### config.mk
export PLATFORM = sky130hd
export DESIGN_NAME = bkram_sd_ctrl
export DESIGN_NICKNAME = d
export VERILOG_FILES = /design/src/rtl/bkram_pkg.sv /design/src/rtl/bkram_wdog.sv /design/src/rtl/bkram_sd_ctrl.sv
export SDC_FILE = /design/constraint.sdc
export NUM_CORES = 1
export LEC_CHECK = 0
export ABC_AREA = 0
export BUFFER_PORTS_ARGS = -buffer_cell sky130_fd_sc_hd__buf_2
export CAP_MARGIN = 20
export CORE_UTILIZATION = 50
export DETAILED_ROUTE_END_ITERATION = 10
export PLACE_DENSITY = 0.72
export SYNTH_ARGS = -nofsm -noshare
export SYNTH_HDL_FRONTEND = slang
export SYNTH_SLANG_ARGS = --single-unit
### constraint.sdc
create_clock -name clk_sys -period 3.7 [get_ports clk_sys]
set_input_delay 0.185 -clock clk_sys [delete_from_list [all_inputs] [get_ports clk_sys]]
set_output_delay 0.185 -clock clk_sys [all_outputs]
set_load 0.01 [all_outputs]
### src/rtl/bkram_pkg.sv
// Shared types for the backup-RAM SD save/load sequencer.
package bkram_pkg;
    localparam int SECTOR_BYTES = 512;

    typedef enum logic [2:0] {IDLE, REQ, XFER, DONE, ABORT} bkram_state_t;
    typedef enum logic [1:0] {RQ_NONE, RQ_LOAD, RQ_SAVE} bkram_req_t;

    // $clog2 with a floor of one bit, so single-entry configurations still get a real vector.
    function automatic int clog2_min1(input int n);
        return (n > 1) ? $clog2(n) : 1;
    endfunction
endpackage

### src/rtl/bkram_wdog.sv
// Loadable down-counter: clr reloads LOAD, en counts down to zero, expired flags zero.
module bkram_wdog #(
    parameter int           W    = 8,
    parameter logic [W-1:0] LOAD = '1
) (
    input  logic clk_sys,
    input  logic reset,
    input  logic clr,
    input  logic en,
    output logic expired
);
    logic [W-1:0] cnt;

    always_ff @(posedge clk_sys) begin
        if (reset || clr) begin
            cnt <= LOAD;
        end else if (en && (cnt != '0)) begin
            cnt <= cnt - 1'b1;
        end
    end

    assign expired = (cnt == '0);
endmodule

### src/rtl/bkram_sd_ctrl.sv
// Multi-slot backup-RAM save/load sequencer between cart NVRAM and the SD sector interface.
// Optional auto-save after a quiet period is enabled by defining BKRAM_AUTOSAVE_EN.
module bkram_sd_ctrl
    import bkram_pkg::*;
#(
    parameter int SECTORS      = 64,
    parameter int SLOTS        = 4,
    parameter int TIMEOUT      = 16777215,
    parameter int AUTOSAVE_CYC = 54000000
) (
    input  logic                          clk_sys,
    input  logic                          reset,
    input  logic                          bk_ena,
    input  logic                          img_nz,
    input  logic                          dl_done,
    input  logic                          load_req,
    input  logic                          save_req,
    input  logic [clog2_min1(SLOTS)-1:0]  slot,
    input  logic                          nvram_we,
    input  logic                          sd_ack,
    output logic [31:0]                   sd_lba,
    output logic                          sd_rd,
    output logic                          sd_wr,
    output logic                          busy,
    output logic                          loading,
    output logic                          dirty,
    output logic                          done,
    output logic                          err
);
    localparam int CNT_W  = clog2_min1(SECTORS);
    localparam int SLOT_W = clog2_min1(SLOTS);
    localparam int TO_W   = clog2_min1(TIMEOUT);

    bkram_state_t      state, state_nxt;
    bkram_req_t        req, op;
    logic [SLOT_W-1:0] req_slot;
    logic [CNT_W-1:0]  sec_cnt;
    logic              load_q, save_q, ack_q;
    logic              load_edge, save_edge, ack_rise, ack_fall;
    logic              accept, last_sec, to_expired;

    assign load_edge = load_req & bk_ena & ~load_q;
    assign save_edge = save_req & bk_ena & ~save_q;
    assign ack_rise  = sd_ack & ~ack_q;
    assign ack_fall  = ~sd_ack & ack_q;
    assign last_sec  = (sec_cnt == CNT_W'(SECTORS - 1));

    always_ff @(posedge clk_sys) begin
        if (reset) begin
            load_q <= 1'b0;
            save_q <= 1'b0;
            ack_q  <= 1'b0;
        end else begin
            load_q <= load_req & bk_ena;
            save_q <= save_req & bk_ena;
            ack_q  <= sd_ack;
        end
    end

    // The watchdog only runs while waiting for an ack; any other state rearms it.
    bkram_wdog #(.W(TO_W), .LOAD(TO_W'(TIMEOUT - 1))) u_timeout (
        .clk_sys (clk_sys),
        .reset   (reset),
        .clr     (state != REQ),
        .en      (state == REQ),
        .expired (to_expired)
    );

`ifdef BKRAM_AUTOSAVE_EN
    localparam int AS_W = clog2_min1(AUTOSAVE_CYC);
    logic              as_expired;
    logic [SLOT_W-1:0] last_slot;

    bkram_wdog #(.W(AS_W), .LOAD(AS_W'(AUTOSAVE_CYC - 1))) u_autosave (
        .clk_sys (clk_sys),
        .reset   (reset),
        .clr     (nvram_we),
        .en      (dirty & bk_ena & (state == IDLE)),
        .expired (as_expired)
    );

    always_ff @(posedge clk_sys) begin
        if (reset) begin
            last_slot <= '0;
        end else if (accept) begin
            last_slot <= req_slot;
        end
    end
`endif

    // Request arbitration: download-complete load, then manual load, save, auto-save.
    always_comb begin
        req      = RQ_NONE;
        req_slot = slot;
        if (bk_ena) begin
            if (dl_done && img_nz) begin
                req      = RQ_LOAD;
                req_slot = '0;
            end else if (load_edge) begin
                req = RQ_LOAD;
            end else if (save_edge) begin
                req = RQ_SAVE;
`ifdef BKRAM_AUTOSAVE_EN
            end else if (as_expired && dirty) begin
                req      = RQ_SAVE;
                req_slot = last_slot;
`endif
            end
        end
    end

    assign accept = (state == IDLE) && (req != RQ_NONE);

    always_ff @(posedge clk_sys) begin
        if (reset) begin
            state <= IDLE;
        end else begin
            state <= state_nxt;
        end
    end

    always_comb begin
        state_nxt = state;
        case (state)
            IDLE:    if (accept) state_nxt = REQ;
            REQ: begin
                if (ack_rise)        state_nxt = XFER;
                else if (to_expired) state_nxt = ABORT;
            end
            XFER:    if (ack_fall) state_nxt = last_sec ? DONE : REQ;
            DONE:    state_nxt = IDLE;
            ABORT:   state_nxt = IDLE;
            default: state_nxt = IDLE;
        endcase
    end

    always_ff @(posedge clk_sys) begin
        if (reset) begin
            sd_lba  <= '0;
            sec_cnt <= '0;
            sd_rd   <= 1'b0;
            sd_wr   <= 1'b0;
            loading <= 1'b0;
            err     <= 1'b0;
            op      <= RQ_NONE;
        end else begin
            case (state)
                IDLE: if (accept) begin
                    sd_lba  <= 32'(req_slot) * 32'(SECTORS);
                    sec_cnt <= '0;
                    op      <= req;
                    sd_rd   <= (req == RQ_LOAD);
                    sd_wr   <= (req == RQ_SAVE);
                    loading <= (req == RQ_LOAD);
                    err     <= 1'b0;
                end
                REQ: begin
                    if (ack_rise) begin
                        sd_rd <= 1'b0;
                        sd_wr <= 1'b0;
                    end else if (to_expired) begin
                        sd_rd   <= 1'b0;
                        sd_wr   <= 1'b0;
                        loading <= 1'b0;
                        err     <= 1'b1;
                    end
                end
                XFER: if (ack_fall && !last_sec) begin
                    sd_lba  <= sd_lba + 32'd1;
                    sec_cnt <= sec_cnt + 1'b1;
                    sd_rd   <= (op == RQ_LOAD);
                    sd_wr   <= (op == RQ_SAVE);
                end
                DONE:    loading <= 1'b0;
                default: ;
            endcase
        end
    end

    // A system write wins over a same-cycle save accept so no modification is lost.
    always_ff @(posedge clk_sys) begin
        if (reset) begin
            dirty <= 1'b0;
        end else if (nvram_we && !loading) begin
            dirty <= 1'b1;
        end else if ((accept && (req == RQ_SAVE)) || ((state == DONE) && (op == RQ_LOAD))) begin
            dirty <= 1'b0;
        end
    end

    assign busy = (state != IDLE);
    assign done = (state == DONE);
endmodule

==> metrics.yaml, run 1 <==
run_status: "completed"
ys.warnings.count: 0
path_class: "register to register"
clkTransAtPathRegs_ps: 70
yosys.area.top_type_share_pct: 40.1
port_buffers: 49
grt-ovfl-total: 0
power_frac_seq_pct: 50.1
critPathRequiredTime_ps: 3980
rsz0062_at_grt: "no"
synth-main-ff-cell: "dfxtp_1"
mostFrequentLayoutCell: "dfxtp_1"
dpl_cell_area_um2: 4060
synth_nets: 473
drc: 0
setup_viol: 0
switching_share_pct: 25.0
fin_nets: 515
whs_ps: 72.2
period_minus_slack_ps: 2450
start_util_pct: 51.7
ctsHoldBuffers: 0
synthArstFlopShare_pct: 0
cp_max_fo: 20
vias: 3662
clk_latency_ps: 350
clock_path_buffers: 2
clock_skew_ps: 12.8
dp_hpwl_um: 5950
finalInstanceArea_um2: 4270
diodes: 0
drt_wl_total_um: 8550
power.total_mw: 1.67
drv_slew: 0
wl_per_cell_um: 14.1
antenna_found_initial: 0
synth_edf_count: 0
power_switching_mw: 0.418
finalSetupTns_ps: 0
vias_per_cell: 6.05
clockRootBuffer: "clkbuf_8"
fillerInstances: 690
cap_violations: 0
cts_made_buffers: 9
drt-initial-drc-count: 226
die_h_um: 88.6
ys_types: 50
ys_top_cells_by_area: "dfxtp_1 40%, or4_1 5.8%, a21oi_1 5.5%"
seq_area_frac_synth_pct: 40.1
core_um2: 7250
drive_gt1_share_pct: 15.4
grt_pass1_wl_um: 13800
cts_tree: "built"
power_density_nw_per_um2: 391
critPathSlowestCell: "or4_1"
endpoint_kind: "register"
hold_viol: 0
h-tree-depth: 3
internal-power_mw: 1.25
rows: 31
ys_ff_latch: 75
area_growth_pct: 14.0
mostFrequentLayoutCells: "75 x dfxtp_1, 49 x buf_2, 41 x a21oi_1"
grt_max_degree: 33
min_path_type: "input port to register"
cpPeakStageDelay_ps: 540
die_area_um2: 7850
leakage_nw: 1.40
post_cts_resize_count: 0
drtAntennaViolNets: 0
clkSinkCount: 75
synth_area_um2: 3750
slew_headroom_pct: 50.8
cp_common_cell: "or4_1"
firstDrtPassIters: 4
tightest_slew_ps: 734
clkPwrFrac_pct: 40.3
postSynthAreaPerCell_um2: 8.17
cts_setup_buffers: 0
fmax_ghz: 0.408
start_kind: "register"
yosysTopAreaCell: "dfxtp_1"
path_cells: "or3b_1 -> or4_1 -> a221o_1 -> or4_1 -> a21oi_1"
seqCellArea_um2: 1500
grt_usage_pct: 22.2
comb_power_share_pct: 9.6
ioPinCount: 50
first_global_vias: 3060
syn_inst: 459
final_core_util_pct: 58.9
fin_crit_sh_pct: 66.3
irDropWorstVdd_v: 0.000221
globalplace.congestion: 0.817
multi_input_area_um2: 2120
cp.arrival_ps: 2730
die_w_um: 88.6
synthesized netlist by cell type (15+ instances only):
master	count
clkbuf_1	20
nand4_1	15
o21ai_0	25
a21oi_1	41
or4_1	29
nor2_1	24
nand3_1	29
o31ai_1	25
dfxtp_1	75
nand2_1	38
or3_1	20
routing by layer:
layer	track usage (%)	part of all wire, %
met1	29.7	47
met2	35.6	47
met3	3.54	3.9
met4	9.09	1.7
met5	0	0
registers in the layout (all words and copies together) (netlist names):
register	count
sd_lba	32
err	1
ack_q	1
sd_rd	1
sd_wr	1
save_q	1
load_q	1
op	2
loading	1
dirty	1
sec_cnt	6
state	3
u_timeout.cnt	24
stage by stage:
stage,setup WS (ps),cells
floorplan,1480,459
global placement,1340,589
detailed placement,1270,589
CTS,1250,605
global route,945,605
finish,1250,605
power groups by stage:
stage	Clock (mW)	Combinational (mW)	Sequential, mW
2_1_floorplan	0	0.110	0.853
3_3_place_gp	0	0.156	0.856
3_5_place_dp	0	0.158	0.856
4_1_cts	0.686	0.159	0.838
5_1_grt	0.721	0.176	0.840
6_report	0.673	0.160	0.838
worst paths after layout:
| path | startpoint | to | slack (ps) | cells after the start |
|---|---|---|---|---|
| worst min register to register | sd_lba[31] | sd_lba[31] | 480 | 2 |
| worst max-delay path | state[2] | sd_lba[22] | 1250 | 5 |
| worst max register to register | state[2] | sd_lba[22] | 1250 | 5 |
| worst min-delay path | nvram_we | dirty | 70 | 3 |
cells by family (layout without fill, tap and decap cells):
family                   count (synthesis)  after routing  synth area share (%)
AND/OR/NAND/NOR                        217            217                  32.8
AO/OA/AOI/OAI                          116            116                  19.0
flip-flops                              75             75                  40.1
buffers and inverters                   33             80                  3.54
XOR/XNOR                                13             13                  3.04
adder cells (fa/ha/maj)                  3              3                  1.00
multiplexers                             2              2                 0.534
worst max-delay path: cells and delay by family, from the launching register on:
| kind | cells | cell delay, ps |
|---|---|---|
| compound gates | 2 | 630 |
| flops | 1 | 410 |
| simple gates | 3 | 1350 |
cell type report:
cell class / count / area share (%)
multi-input cells: 351 / 49.6
well taps: 99 / 2.90
clock buffers: 11 / 3.08
repair buffers: 53 / 6.44
flip-flops and latches: 75 / 35.1
clock inverters: 5 / 1.82
inverters: 11 / 0.967
No activity file was read; power rests on OpenSTA's default activity.
==> run 2, diff against run 1 <==
clock period = 2.4 ns   (was 3.7 ns; I/O delays follow)
==> metrics.yaml, run 2 (synthesis results as in run 1) <==
vias: 3728  # was 3662
globalplace.congestion: 0.828  # was 0.817
mostFrequentLayoutCell: "dfxtp_1"  # unchanged
drv_slew: 0  # unchanged
clk_latency_ps: 340  # was 350 ps
largestRegisters: "sd_lba (32), u_timeout.cnt (24), sec_cnt (6)"  # unchanged
grt-ovfl-total: 0  # unchanged
power_density_nw_per_um2: 597  # was 391 nW/um2
drtAntennaViolNets: 0  # unchanged
port_buffers: 49  # unchanged
power_frac_seq_pct: 48.1  # was 50.1%
mostFrequentLayoutCells: "73 x dfxtp_1, 49 x buf_2, 41 x a21oi_1"  # was 75 x dfxtp_1, 49 x buf_2, 41 x a21oi_1
die_w_um: 88.6  # unchanged
finalSetupTns_ps: 0  # unchanged
internal-power_mw: 2.01  # was 1.25 mW
cts_made_buffers: 9  # unchanged
setup_viol: 0  # unchanged
tightest_slew_ps: 704  # was 734 ps
clkPwrFrac_pct: 41.2  # was 40.3%
drc: 0  # unchanged
hold_viol: 0  # unchanged
fin_nets: 537  # was 515
antenna_found_initial: 0  # unchanged
fillerInstances: 677  # was 690
min_path_type: "input port to register"  # unchanged
rows: 31  # unchanged
critPathRequiredTime_ps: 2670  # was 3980 ps
cp.arrival_ps: 2550  # was 2730 ps
dp_hpwl_um: 6210  # was 5950 um
path_class: "register to register"  # unchanged
die_area_um2: 7850  # unchanged
largest_reg_flops: 32  # unchanged
period_minus_slack_ps: 2280  # was 2450 ps
core_um2: 7250  # unchanged
rsz0062_at_grt: "no"  # unchanged
finalInstanceArea_um2: 4470  # was 4270 um2
drt-initial-drc-count: 204  # was 226
cap_violations: 0  # unchanged
crit_start: "sd_lba[10]"  # was state[2]
h-tree-depth: 3  # unchanged
clock_path_buffers: 2  # unchanged
wl_per_cell_um: 14.6  # was 14.1 um
start_kind: "register"  # unchanged
cts_tree: "built"  # unchanged
drt_wl_total_um: 9140  # was 8550 um
fin_crit_sh_pct: 95.1  # was 66.3%
diodes: 0  # unchanged
firstDrtPassIters: 4  # unchanged
clkSinkCount: 75  # unchanged
clkTransAtPathRegs_ps: 70  # about the same
vias_per_cell: 5.95  # was 6.05
clockRootBuffer: "clkbuf_8"  # unchanged
endpoint_kind: "register"  # unchanged
grt_pass1_wl_um: 14200  # was 13800 um
first_global_vias: 3110  # was 3060
comb_power_share_pct: 10.7  # was 9.6%
start_util_pct: 51.7  # unchanged
leakage_nw: 1.51  # was 1.40 nW
cp_max_fo: 5  # was 20
drive_gt1_share_pct: 19.7  # was 15.4%
dpl_cell_area_um2: 4210  # was 4060 um2
switching_share_pct: 24.6  # was 25.0%
slew_headroom_pct: 52.5  # was 50.8%
grt_usage_pct: 23.1  # was 22.2%
clock_skew_ps: 12.6  # was 12.8 ps
r2r-start: "sd_lba[10]"  # was state[2]
power_switching_mw: 0.655  # was 0.418 mW
min-delay-start: "load_req"  # was nvram_we
die_h_um: 88.6  # unchanged
ioPinCount: 50  # unchanged
fmax_ghz: 0.438  # was 0.408 GHz
irDropWorstVdd_v: 0.000499  # was 0.000221 V
top_register: "sd_lba"  # unchanged
grt_max_degree: 34  # was 33
area_growth_pct: 19.1  # was 14.0%
run_status: "completed"  # unchanged
[run 2: cell types whose count changed in the layout (fill, tap and decap cells not counted)]
cell      delta
clkinv_2     -1
or4_1        -1
clkbuf_1     -1
buf_4       +21
or4_4        +1
dfxtp_2      +2
a221o_2      +1
dfxtp_1      -2
clkbuf_8     +2
[run 2: path summary, 6_finish.rpt]
check | cells past startpoint | slack, ps | to
worst max-delay path | 5 | 120 | sd_lba[24]
worst min-delay path | 2 | 20 | load_q
worst max register to register | 5 | 120 | sd_lba[24]
worst min register to register | 2 | 470 | sd_lba[1]
[run 2: routing by layer]
metal  track usage (%)  vias to the layer above  part of all wire [%]
li1                  -                     1874                     -
met1              30.3                     1754                    48
met2              38.8                       93                    47
met3              4.85                        7                   3.7
met4              5.87                        0                  0.74
met5                 0                        -                     0
[run 2: worst max-delay path: stages, from the launching register on]
cell     delay [ps]
dfxtp_1         370
or3b_1          390
or4_4           450
a221o_2         370
or4_1           480
a21oi_1         150
[run 2: cell type report]
type / count / area, um2 / area share, %
multi-input cells: 352 / 2140 / 47.8
clock inverters: 4 / 72.6 / 1.63
well taps: 99 / 124 / 2.77
flip-flops and latches: 75 / 1500 / 33.7
clock buffers: 12 / 155 / 3.47
repair buffers: 74 / 433 / 9.69
inverters: 11 / 41.3 / 0.925
[run 2: what timing repair did]
action	4_1_cts	5_1_grt
gates resized for setup	0	4
buffers inserted	0	2
hold endpoints to repair	0	0
hold buffers	0	0
endpoints found under the setup margin	0	8
[run 2: power by group through the flow]
stage	registers, mW	clock network, mW	logic (mW)
floorplan	1.32	0	0.169
detailed placement	1.31	0	0.278
global placement	1.31	0	0.275
finish	1.28	1.10	0.284
global route	1.29	1.18	0.314
CTS	1.28	1.12	0.280
[run 2: through the flow]
stage	util [%]	std cells	hold WS (ps)	setup WS (ps)	power (mW)
2_1_floorplan	-	459	192	182	1.48
3_3_place_gp	58.0	608	348	184	1.59
3_5_place_dp	58.0	608	363	115	1.59
4_1_cts	61.1	624	5.55	94.3	2.68
5_1_grt	61.6	627	18.2	1.35	2.78
6_report	61.6	627	16.5	117	2.67
==> run 3, diff against run 2 <==
PLACE_DENSITY = 0.71   (was 0.72)
==> metrics.yaml, run 3 (synthesis results as in run 1) <==
run_status: "completed"  # unchanged
drt_wl_total_um: 8890  # was 9140 um
cp_max_fo: 11  # was 5
finalInstanceArea_um2: 4450  # was 4470 um2
whs_ps: 18.0  # was 16.5 ps
clkPwrFrac_pct: 39.3  # was 41.2%
critPathRequiredTime_ps: 2680  # was 2670 ps
port_buffers: 49  # unchanged
leakage_nw: 1.51  # about the same
drive_gt1_share_pct: 19.2  # was 19.7%
fillerInstances: 662  # was 677
endpoint_kind: "register"  # unchanged
power_frac_seq_pct: 49.4  # was 48.1%
core_um2: 7250  # unchanged
drtAntennaViolNets: 0  # unchanged
clkTransAtPathRegs_ps: 80  # was 70 ps
setup_viol: 0  # unchanged
top_register: "sd_lba"  # unchanged
drc: 0  # unchanged
globalplace.congestion: 0.821  # was 0.828
grt_max_degree: 34  # unchanged
cts_tree: "built"  # unchanged
wl_per_cell_um: 14.2  # was 14.6 um
diodes: 0  # unchanged
fmax_ghz: 0.438  # about the same
vias_per_cell: 5.96  # was 5.95
crit_start: "sd_lba[1]"  # was sd_lba[10]
clk_latency_ps: 350  # was 340 ps
h-tree-depth: 3  # unchanged
r2r-start: "sd_lba[1]"  # was sd_lba[10]
die_area_um2: 7850  # unchanged
grt-ovfl-total: 0  # unchanged
clock_path_buffers: 2  # unchanged
cap_violations: 0  # unchanged
clkSinkCount: 75  # unchanged
worstReg2RegEnd: "sd_lba[22]"  # was sd_lba[24]
rows: 31  # unchanged
grt_pass1_wl_um: 14400  # was 14200 um
start_kind: "register"  # unchanged
mostFrequentLayoutCell: "dfxtp_1"  # unchanged
switching_share_pct: 25.2  # was 24.6%
finalNonFillerCells: 626  # was 627
antenna_found_initial: 0  # unchanged
slew_headroom_pct: 60.6  # was 52.5%
min_path_type: "input port to register"  # unchanged
r2r_cells: 6  # was 5
start_util_pct: 51.7  # unchanged
cp.arrival_ps: 2560  # was 2550 ps
power_density_nw_per_um2: 584  # was 597 nW/um2
rrSetupSlack_ps: 120  # about the same
die_w_um: 88.6  # unchanged
largest_reg_flops: 32  # unchanged
dp_hpwl_um: 6260  # was 6210 um
grt_usage_pct: 23.5  # was 23.1%
power_switching_mw: 0.656  # was 0.655 mW
irDropWorstVdd_v: 0.000364  # was 0.000499 V
drv_slew: 0  # unchanged
hold_viol: 0  # unchanged
die_h_um: 88.6  # unchanged
internal-power_mw: 1.94  # was 2.01 mW
power.total_mw: 2.60  # was 2.67 mW
tightest_slew_ps: 586  # was 704 ps
area_growth_pct: 18.7  # was 19.1%
fin_nets: 536  # was 537
final_core_util_pct: 61.3  # was 61.6%
first_global_vias: 3183  # was 3110
firstDrtPassIters: 4  # unchanged
vias: 3731  # was 3728
dpl_cell_area_um2: 4200  # was 4210 um2
clockRootBuffer: "clkbuf_8"  # unchanged
comb_power_share_pct: 11.3  # was 10.7%
dp_cells: 606  # was 608
period_minus_slack_ps: 2280  # about the same
clock_skew_ps: 8.16  # was 12.6 ps
path_class: "register to register"  # unchanged
largestRegisters: "sd_lba (32), u_timeout.cnt (24), sec_cnt (6)"  # unchanged
mostFrequentLayoutCells: "75 x dfxtp_1, 49 x buf_2, 41 x a21oi_1"  # was 73 x dfxtp_1, 49 x buf_2, 41 x a21oi_1
crit_end: "sd_lba[22]"  # was sd_lba[24]
ioPinCount: 50  # unchanged
cts_made_buffers: 9  # unchanged
fin_crit_sh_pct: 95.2  # was 95.1%
drt-initial-drc-count: 168  # was 204
-- run 3: cell count changes in the layout (fill, tap and decap cells not counted), sizes merged --
cell | previous run | this run
clkinv | 1 | 2
dlygate4sd3 | 0 | 1
buf | 74 | 73
bufinv | 2 | 1
a221o | 2 | 1
-- run 3: power groups by stage --
stage | sequential [mW] | combinational [mW] | clock (mW)
5_1_grt | 1.29 | 0.322 | 1.10
3_5_place_dp | 1.31 | 0.291 | 0
6_report | 1.28 | 0.295 | 1.02
3_3_place_gp | 1.31 | 0.287 | 0
2_1_floorplan | 1.32 | 0.169 | 0
4_1_cts | 1.28 | 0.294 | 1.04
-- run 3: final cells by class --
| class | count | area [um2] | share of cell area, % |
|---|---|---|---|
| clock buffers | 12 | 165 | 3.71 |
| repair buffers | 74 | 448 | 10.1 |
| multi-input cells | 351 | 2120 | 47.7 |
| inverters | 11 | 41.3 | 0.928 |
| clock inverters | 4 | 47.5 | 1.07 |
| well taps | 99 | 124 | 2.78 |
| flip-flops and latches | 75 | 1500 | 33.7 |
-- run 3: worst min-delay path by stage --
stage,slack [ps],from,depth (start not counted),end
after floorplan,190,reset,1,ack_q
after global placement,350,nvram_we,3,dirty
after detailed placement,360,nvram_we,3,dirty
after CTS,10,save_req,2,save_q
after global routing,30,load_req,2,load_q
final,20,save_req,2,save_q
-- run 3: metrics by stage --
stage,TNS [ps],setup slack [ps]
3_3_place_gp,0,209
4_1_cts,0,72.0
6_report,0,116
2_1_floorplan,0,182
5_1_grt,-20.6,-13.1
3_5_place_dp,0,99.5
-- run 3: metal layers --
layer | part of all wire [%] | up-vias | global-route usage, %
met4 | 1.6 | 0 | 9.97
met2 | 47 | 84 | 38.3
met5 | 0 | - | 0
met1 | 48 | 1756 | 31.5
li1 | - | 1878 | -
met3 | 3.1 | 13 | 2.99
-- run 3: timing repair --
item	CTS	global route
setup buffers	0	3
gates resized for setup	0	1
endpoints found under the hold margin	1	0
hold buffers	1	0
setup endpoints to repair	0	6
-- run 3: worst max-delay path: stages (launching register included) --
cell and delay, ps:
dfxtp_1 380, ha_1 190, nand2_1 60, or4_1 510, a221o_2 410, or4_1 500, a21oi_1 170
